===== config.mk =====
export PLATFORM = sky130hd
export DESIGN_NAME = trace_buffer
export DESIGN_NICKNAME = d
export VERILOG_FILES = /design/src/rtl/trace_pkg.sv /design/src/rtl/trace_ram.sv /design/src/rtl/trace_buffer.sv
export SDC_FILE = /design/constraint.sdc
export NUM_CORES = 1
export LEC_CHECK = 0
export ABC_AREA = 0
export CAP_MARGIN = 20
export CORE_AREA = 3 3 390 392
export CTS_CLUSTER_DIAMETER = 80
export DETAILED_ROUTE_END_ITERATION = 12
export DIE_AREA = 0 0 393 395
export MAX_ROUTING_LAYER = met4
export PLACE_DENSITY = 0.5
export SLEW_MARGIN = 30
export SYNTH_ARGS = -nofsm -noshare
export SYNTH_HDL_FRONTEND = slang
export SYNTH_SLANG_ARGS = --single-unit
export TNS_END_PERCENT = 100

===== constraint.sdc =====
create_clock -name clk -period 14.7 [get_ports clk]
set_input_delay 2.94 -clock clk [delete_from_list [all_inputs] [get_ports clk]]
set_output_delay 2.94 -clock clk [all_outputs]
set_load 0.01 [all_outputs]

===== src/rtl/trace_pkg.sv =====
// Shared definitions for the instruction trace buffer:
// FSM state encoding, wrap-mode selectors and the entry-width helper.
package trace_pkg;

    typedef logic [1:0] state_t;

    localparam state_t ST_IDLE    = 2'd0;
    localparam state_t ST_ARMED   = 2'd1;
    localparam state_t ST_CAPTURE = 2'd2;
    localparam state_t ST_DONE    = 2'd3;

    localparam int STOP_FULL = 0;
    localparam int CIRCULAR  = 1;

    function automatic int entry_width(input int addr_w, input int instr_w, input int ts_w);
        return addr_w + instr_w + ts_w;
    endfunction

endpackage


===== src/rtl/trace_ram.sv =====
// Entry storage for the trace buffer: synchronous write, asynchronous read.
module trace_ram #(
    parameter int DEPTH = 16,
    parameter int PTR_W = 4,
    parameter int WIDTH = 80
) (
    input  logic             clk,
    input  logic             we,
    input  logic [PTR_W-1:0] waddr,
    input  logic [WIDTH-1:0] wdata,
    input  logic [PTR_W-1:0] raddr,
    output logic [WIDTH-1:0] rdata
);

    logic [WIDTH-1:0] mem [DEPTH];

    always_ff @(posedge clk) begin
        if (we) begin
            mem[waddr] <= wdata;
        end
    end

    assign rdata = mem[raddr];

endmodule


===== src/rtl/trace_buffer.sv =====
// Instruction trace buffer: captures {pc, instr, timestamp} for each fetch
// between arm/trigger and stop, then drains oldest-first through a valid/ready port.
module trace_buffer
    import trace_pkg::*;
#(
    parameter int ADDR_W    = 32,
    parameter int INSTR_W   = 32,
    parameter int DEPTH     = 16,
    parameter int TS_W      = 16,
    parameter int WRAP_MODE = 0
) (
    input  logic                   clk,
    input  logic                   reset,
    input  logic                   arm,
    input  logic                   stop,
    input  logic                   trig_en,
    input  logic [ADDR_W-1:0]      trig_pc,
    input  logic                   fetch_valid,
    input  logic [ADDR_W-1:0]      fetch_pc,
    input  logic [INSTR_W-1:0]     fetch_instr,
    output logic                   rd_valid,
    input  logic                   rd_ready,
    output logic [ADDR_W-1:0]      rd_pc,
    output logic [INSTR_W-1:0]     rd_instr,
    output logic [TS_W-1:0]        rd_ts,
    output logic [$clog2(DEPTH):0] count,
    output logic [1:0]             state,
    output logic                   overflow
);

    localparam int PTR_W   = $clog2(DEPTH);
    localparam int CNT_W   = PTR_W + 1;
    localparam int ENTRY_W = entry_width(ADDR_W, INSTR_W, TS_W);
    localparam logic [CNT_W-1:0] FULL_COUNT = CNT_W'(DEPTH);

    state_t            state_q, state_d;
    logic [PTR_W-1:0]  wptr_q, wptr_d;
    logic [PTR_W-1:0]  rptr_q, rptr_d;
    logic [CNT_W-1:0]  count_q, count_d;
    logic [TS_W-1:0]   ts_q, ts_d;
    logic              overflow_q, overflow_d;

    logic               wr_en;
    logic [ENTRY_W-1:0] wr_data;
    logic [ENTRY_W-1:0] rd_entry;
    logic               rd_valid_int;

    assign rd_valid_int = (state_q == ST_DONE) && (count_q != '0);
    assign wr_data      = {fetch_pc, fetch_instr, ts_q};

    always_comb begin
        state_d    = state_q;
        wptr_d     = wptr_q;
        rptr_d     = rptr_q;
        count_d    = count_q;
        ts_d       = ts_q;
        overflow_d = overflow_q;
        wr_en      = 1'b0;

        if (arm) begin
            // Restart wins over everything, including a fetch in the same cycle.
            state_d    = ST_ARMED;
            wptr_d     = '0;
            rptr_d     = '0;
            count_d    = '0;
            ts_d       = '0;
            overflow_d = 1'b0;
        end else begin
            case (state_q)
                ST_ARMED: begin
                    ts_d = ts_q + TS_W'(1);
                    if (stop) begin
                        state_d = ST_DONE;
                    end else if (!trig_en) begin
                        state_d = ST_CAPTURE;
                    end else if (fetch_valid && (fetch_pc == trig_pc)) begin
                        wr_en   = 1'b1;
                        wptr_d  = wptr_q + PTR_W'(1);
                        count_d = count_q + CNT_W'(1);
                        state_d = ST_CAPTURE;
                    end
                end
                ST_CAPTURE: begin
                    ts_d = ts_q + TS_W'(1);
                    if (fetch_valid) begin
                        if (count_q == FULL_COUNT) begin
                            // Only reachable in circular mode: overwrite the oldest slot.
                            if (WRAP_MODE == CIRCULAR) begin
                                wr_en      = 1'b1;
                                wptr_d     = wptr_q + PTR_W'(1);
                                rptr_d     = rptr_q + PTR_W'(1);
                                overflow_d = 1'b1;
                            end
                        end else begin
                            wr_en   = 1'b1;
                            wptr_d  = wptr_q + PTR_W'(1);
                            count_d = count_q + CNT_W'(1);
                            if ((WRAP_MODE == STOP_FULL) && (count_q == FULL_COUNT - CNT_W'(1))) begin
                                state_d = ST_DONE;
                            end
                        end
                    end
                    if (stop) begin
                        state_d = ST_DONE;
                    end
                end
                ST_DONE: begin
                    if (rd_valid_int && rd_ready) begin
                        rptr_d  = rptr_q + PTR_W'(1);
                        count_d = count_q - CNT_W'(1);
                    end
                end
                default: begin
                end
            endcase
        end
    end

    always_ff @(posedge clk) begin
        if (reset) begin
            state_q    <= ST_IDLE;
            wptr_q     <= '0;
            rptr_q     <= '0;
            count_q    <= '0;
            ts_q       <= '0;
            overflow_q <= 1'b0;
        end else begin
            state_q    <= state_d;
            wptr_q     <= wptr_d;
            rptr_q     <= rptr_d;
            count_q    <= count_d;
            ts_q       <= ts_d;
            overflow_q <= overflow_d;
        end
    end

    trace_ram #(
        .DEPTH (DEPTH),
        .PTR_W (PTR_W),
        .WIDTH (ENTRY_W)
    ) u_ram (
        .clk   (clk),
        .we    (wr_en),
        .waddr (wptr_q),
        .wdata (wr_data),
        .raddr (rptr_q),
        .rdata (rd_entry)
    );

    assign rd_valid = rd_valid_int;
    assign rd_pc    = rd_valid_int ? rd_entry[ENTRY_W-1 -: ADDR_W]  : '0;
    assign rd_instr = rd_valid_int ? rd_entry[TS_W +: INSTR_W]      : '0;
    assign rd_ts    = rd_valid_int ? rd_entry[TS_W-1:0]             : '0;
    assign count    = count_q;
    assign state    = state_q;
    assign overflow = overflow_q;

endmodule


==> results.ini, run 1 <==
[outcome]
status=finished clean

[power_and_ir_drop]
total_power_w=0.007646
peakVddDrop_v=0.0001272
p_leak_nw=18.05
power.density_mw_per_mm2=128.0

[synthesis]
synth_top_cell_area_share=0.7592
synth_fp_nets=2256
synth_edf_count=1280
synthArstFlopShare=0
synth_common_cells=1,280 x edfxtp_1, 400 x mux4_2, 81 x and2_1, 66 x clkbuf_1, 37 x xor2_1
yosysTopAreaCell=edfxtp_1
synthesis.area_mm2=0.05063
synthFlopType=edfxtp_1
ys_top_cells_by_area=edfxtp_1 76%, mux4_2 18%, dfxtp_1 1.4%
yosysMostFrequentCell=edfxtp_1
synth_cell_type_count=47
seq_area_frac_synth=0.7730
syn-mean-instance-area_um2=23.67
syn_inst=2139
synth_warnings=0
synth-seq-cells=1315

[clock_tree]
cts_tree=built
postCtsSetupBuffers=0
htree_levels=4
clockBufferDepth=3
hold_buffers=0
post_cts_resized=0
cts_buffers=140
worstSkewPairLatency_ns=0.75
clkSinkCount=1315
clk_pin_slew_ns=0.06
cts_root_buffer=clkbuf_16

[worst_hold_path]
hp-class=reg -> reg

[layout]
nets=2541
synthToLayoutAreaGrowth_pct=17.99
final_layout_size_suffix_gt1_frac=0.2691
final_util=0.4003
fin_cells=4486

[timing]
setup_viol=0
rsz0062_at_grt=false
fmax_mhz=123.8
period_minus_slack_ns=8.077
fin_crit_sh=0.5495
worst_slew_pin_slew_ns=0.9771
hold_viol_final=0
fin_tns_setup_ns=0
slew_headroom=0.3486
slew_violations=0
holdWs_ns=0.5082
clock-skew-final_ns=0.02128

[critical_path]
critPathKind=reg -> out
crit_path_cell_trace=buf_12, buf_16, buf_6, mux4_2, mux4_2, and2_1, clkdlybuf4s50_1
worstPathArrival_ns=5.14
critical_path.startpoint_type=flop
max_stage_delay_ns=0.96
cp_top_family=buffers and inverters
cp_max_fo=90
required_ns=11.76
cpMostUsedCell=mux4_2
endpoint_kind=primary output
crit_slowest_cell=dfxtp_4
crit_buf_inv=4

[floorplan]
initial_core_util=0.3392
die_x_um=393
core_area_mm2=0.1492
die_height_um=395
pin_count=192
rows=142
die-area_mm2=0.1552

[grt]
grt_use_total=0.1672
grt_antenna_before_repair=19
first_global_vias=24860
grt_overflow_total=0
grt_max_degree=150
grt_pass1_wl_um=179800

[drt]
ant_nets=0
wire_per_inst_um=27.85
drtPass1Iterations=5
via_count=23250
drc=0
drt-total-wl_um=124900
avgViaCountPerCell=5.183
drt_iter0_drc=2102

[run]
cap_viol_max_count=0

[placement]
gp_routability_congestion=0.7377
place_hpwl_um=69810
portBuffers=190
place_inst=4225

==> cell usage in the layout, fill, tap and decap left out, types with 22 or more instances in the layout <==
master / n
nor2_1: 26
clkdlybuf4s50_1: 190
dfxtp_1: 31
and2_1: 81
clkbuf_1: 34
xor2_1: 37
clkinv_1: 24
mux4_2: 400
buf_4: 45
clkbuf_16: 148
edfxtp_1: 1280
clkinv_2: 22
==> metrics by stage <==
stage          cell area, um^2  worst slack [ns]
3_5_place_dp             55230             5.829
4_1_cts                  59690             6.267
5_1_grt                  59730             6.326
6_report                 59740             6.623
2_1_floorplan            50630             1.807
3_3_place_gp             55090             5.965
==> final timing paths <==
check | from | to | slack, ns | cells after the start
min reg2reg | rptr_q[3] | flop | 0.51 | 2
min | rptr_q[3] | flop | 0.51 | 2
max reg2reg | state[0] | u_ram.mem[1][78] | 10.86 | 7
max | flop | rd_instr[19] | 6.62 | 7
==> state kept, by name, summed over array words and instances (netlist names), named ones only <==
signal / cells
count: 5
u_ram.mem: 1280
rptr_q: 4
ts_q: 16
state: 2
wptr_q: 4
==> where the power goes <==
group / total (W) / internal (W) / switching (W) / leakage [nW]
sequential: 0.00411 / 0.00410 / 0.00000408 / 12.0
combinational: 0.000129 / 0.0000448 / 0.0000839 / 3.83
clock: 0.00341 / 0.00201 / 0.00140 / 2.18
==> routing by layer <==
| layer | global-route usage | part of all wire | wire, um | vias up |
|---|---|---|---|---|
| met5 | - | 0 | 0 | - |
| met4 | 0.03720 | 0.017 | 2157 | 0 |
| met3 | 0.03480 | 0.062 | 7714 | 140 |
| met2 | 0.2576 | 0.48 | 60020 | 747 |
| met1 | 0.2301 | 0.44 | 55060 | 12660 |
| li1 | - | - | - | 9703 |
==> kinds of logic (layout without fill, tap and decap cells) <==
logic type	count (synthesis)	count (layout)	synth area share
adder cells (fa/ha/maj)	14	14	0.003608
XOR/XNOR	47	47	0.008130
multiplexers	401	401	0.1781
AND/OR/NAND/NOR	196	196	0.02172
AO/OA/AOI/OAI	47	47	0.005832
other	1	9	0.00007407
flip-flops	1315	1315	0.7730
buffers and inverters	118	513	0.009490
==> worst reg2reg max path, cell delays in order (launching register included) <==
cell	delay (ns)
dfxtp_1	0.44
inv_1	0.10
ha_1	0.57
nor2b_1	0.35
nand2_1	0.28
nor4_2	0.21
buf_4	0.68
buf_4	0.79
==> layout make-up <==
cell class	instances	area, um^2
Antenna cell	8	20.02
Clock buffer	185	3872
Clock inverter	67	588.1
Fill cell	13090	89500
Inverter	11	41.29
Multi-Input combinational cell	706	11130
Sequential cell	1315	39150
Tap cell	1944	2432
Timing Repair Buffer	250	2507
Power figures use the tool's default switching activity.
==> inputs of run 2 (changes only) <==
==> constraint.sdc (replaced) <==
create_clock -name clk -period 7.7 [get_ports clk]
set_input_delay 1.54 -clock clk [delete_from_list [all_inputs] [get_ports clk]]
set_output_delay 1.54 -clock clk [all_outputs]
set_load 0.01 [all_outputs]
==> run 2 against run 1 <==
Compared with the run above: sequential power increased by 91%; critical endpoint is now rd_instr[20]; register-to-register slack lost 6.4 ns; sequential share of layout area shrank 0.70 points; critical path depth down 2.
==> results.ini, run 2 (synthesis gave the netlist of run 1 again) <==
[outcome]
status=finished clean

[critical_path]
r2r_start=count[0]
cp_max_fo=83  ; -7.8%
rr_worst_depth=8  ; +1
r2r_slack_ns=4.51  ; -6.35 ns
critPathKind=reg -> out
worstPathArrival_ns=4.23  ; -0.91 ns
worstReg2RegEnd=u_ram.mem[14][30]
critical_path.startpoint_type=flop
endpoint_kind=primary output
required_ns=6.16  ; -5.60 ns

[clock_tree]
clk_pin_slew_ns=0.06  ; about the same
cts_buffers=138  ; -1.4%
hold_buffers=0  ; unchanged
htree_levels=4  ; unchanged
clkSinkCount=1315  ; unchanged
cts_root_buffer=clkbuf_16
cts_tree=built
post_cts_resized=0  ; unchanged
worstSkewPairLatency_ns=0.74  ; about the same
postCtsSetupBuffers=0  ; unchanged
clockBufferDepth=3  ; unchanged

[grt]
grt_max_degree=121  ; -19%
grt_antenna_before_repair=22  ; +3
grt_overflow_total=0  ; unchanged
grt_use_total=0.1666  ; -0.0005280
grt_pass1_wl_um=180700  ; +0.52%
first_global_vias=24630  ; -0.92%

[drt]
avgViaCountPerCell=5.204  ; +0.41%
ant_nets=0  ; unchanged
met2_wirelength_um=58590  ; -2.4%
wl_met3_um=6638  ; -14%
drt-total-wl_um=124500  ; -0.36%
drt_iter0_drc=1984  ; -5.6%
drc=0  ; unchanged
drtPass1Iterations=5  ; unchanged
wire_per_inst_um=27.60  ; -0.91%
via_count=23480  ; +0.97%
routed.top_layer=met4
m1WireLength_um=57470  ; +4.4%

[timing]
worst_slew_pin_slew_ns=0.9184  ; -0.05873 ns
slew_violations=0  ; unchanged
slew_headroom=0.3810  ; +0.03246
hold_viol_final=0  ; unchanged
period_minus_slack_ns=5.766
clock-skew-final_ns=0.02107  ; -0.0002034 ns
fin_crit_sh=0.7489
fmax_mhz=173.4
rsz0062_at_grt=false
setup_viol=0  ; unchanged

[floorplan]
die-area_mm2=0.1552  ; unchanged
initial_core_util=0.3392  ; unchanged
core_area_mm2=0.1492  ; unchanged
die_x_um=393  ; unchanged
rows=142  ; unchanged
die_height_um=395  ; unchanged
pin_count=192  ; unchanged

[worst_hold_path]
hp-class=reg -> reg
hp-start=rptr_q[3]
min_path_cells=2  ; unchanged

[placement]
portBuffers=190  ; unchanged
gp_routability_congestion=0.7801  ; +5.7%
place_hpwl_um=72110  ; +3.3%
placed_area_mm2=0.05589  ; +1.2%

[layout]
nets=2561  ; +0.79%
final_cell_area_mm2=0.06039  ; +1.1%
multi_input_area_mm2=0.01114  ; about the same
final_cell_mix=1,280 x edfxtp_1, 400 x mux4_2, 190 x clkdlybuf4s50_1, 143 x clkbuf_16, 81 x and2_1
layout_commonest_cell=edfxtp_1
regMostFlops=u_ram.mem
regArea_mm2=0.03915  ; unchanged
final_layout_size_suffix_gt1_frac=0.2738  ; +0.004619
fill_cells=13010  ; -0.60%
synthToLayoutAreaGrowth_pct=19.27
largest_reg_flops=1280  ; unchanged

[power_and_ir_drop]
peakVddDrop_v=0.0001537  ; +21%
total_power_w=0.01465  ; +92%
p_leak_nw=17.88  ; -0.96%
power.density_mw_per_mm2=242.6  ; +90%

[run]
cap_viol_max_count=0  ; unchanged

[run 2: how the worst max path moves through the flow]
stage	cells past startpoint	slack [ns]	end	from
finish	5	1.93	rd_instr[20]	flop
global placement	11	1.28	u_ram.mem[14][61]	fetch_pc[30]
CTS	5	1.75	rd_ts[4]	flop
detailed placement	11	1.42	u_ram.mem[14][30]	fetch_pc[30]
floorplan	6	-3.79	u_ram.mem[10][0]	trig_pc[26]
global route	5	1.65	rd_ts[4]	flop
[run 2: stage by stage]
| step | setup TNS (ns) | std cells | utilization | hold WS [ns] | setup WS [ns] |
|---|---|---|---|---|---|
| 3_3_place_gp | 0 | 4248 | 0.3744 | 0.4584 | 1.281 |
| 2_1_floorplan | -2983.26 | 2139 | - | 0.4591 | -3.793 |
| 4_1_cts | 0 | 4501 | 0.4045 | 0.5024 | 1.752 |
| 6_report | 0 | 4511 | 0.4046 | 0.4930 | 1.934 |
| 5_1_grt | 0 | 4508 | 0.4046 | 0.5368 | 1.654 |
| 3_5_place_dp | 0 | 4248 | 0.3745 | 0.4904 | 1.422 |
[run 2: final cells by class]
type | instances | share of cell area
inverters | 11 | 0.0006838
repair buffers | 272 | 0.05184
flip-flops and latches | 1315 | 0.6484
multi-input cells | 706 | 0.1844
clock buffers | 178 | 0.06177
diodes | 10 | 0.0004144
well taps | 1944 | 0.04028
clock inverters | 75 | 0.01225
[run 2: power by group]
| group | total, W | switching, W | internal, W |
|---|---|---|---|
| logic | 0.000254 | 0.000167 | 0.0000874 |
| registers | 0.00784 | 0.00000849 | 0.00783 |
| clock network | 0.00655 | 0.00266 | 0.00389 |
| total | 0.0146 | 0.00284 | 0.0118 |
[run 2: critical path: stages (launching register included)]
cell             delay, ns
dfxtp_4               0.85
buf_12                0.58
mux4_2                0.60
mux4_2                0.55
and2_1                0.20
clkdlybuf4s50_1       0.48
[run 2: metal layers]
layer	up-vias	global-route usage
met2	724	0.2503
met3	140	0.02956
met1	12840	0.2391
met4	0	0.03633
met5	-	-
li1	9769	-
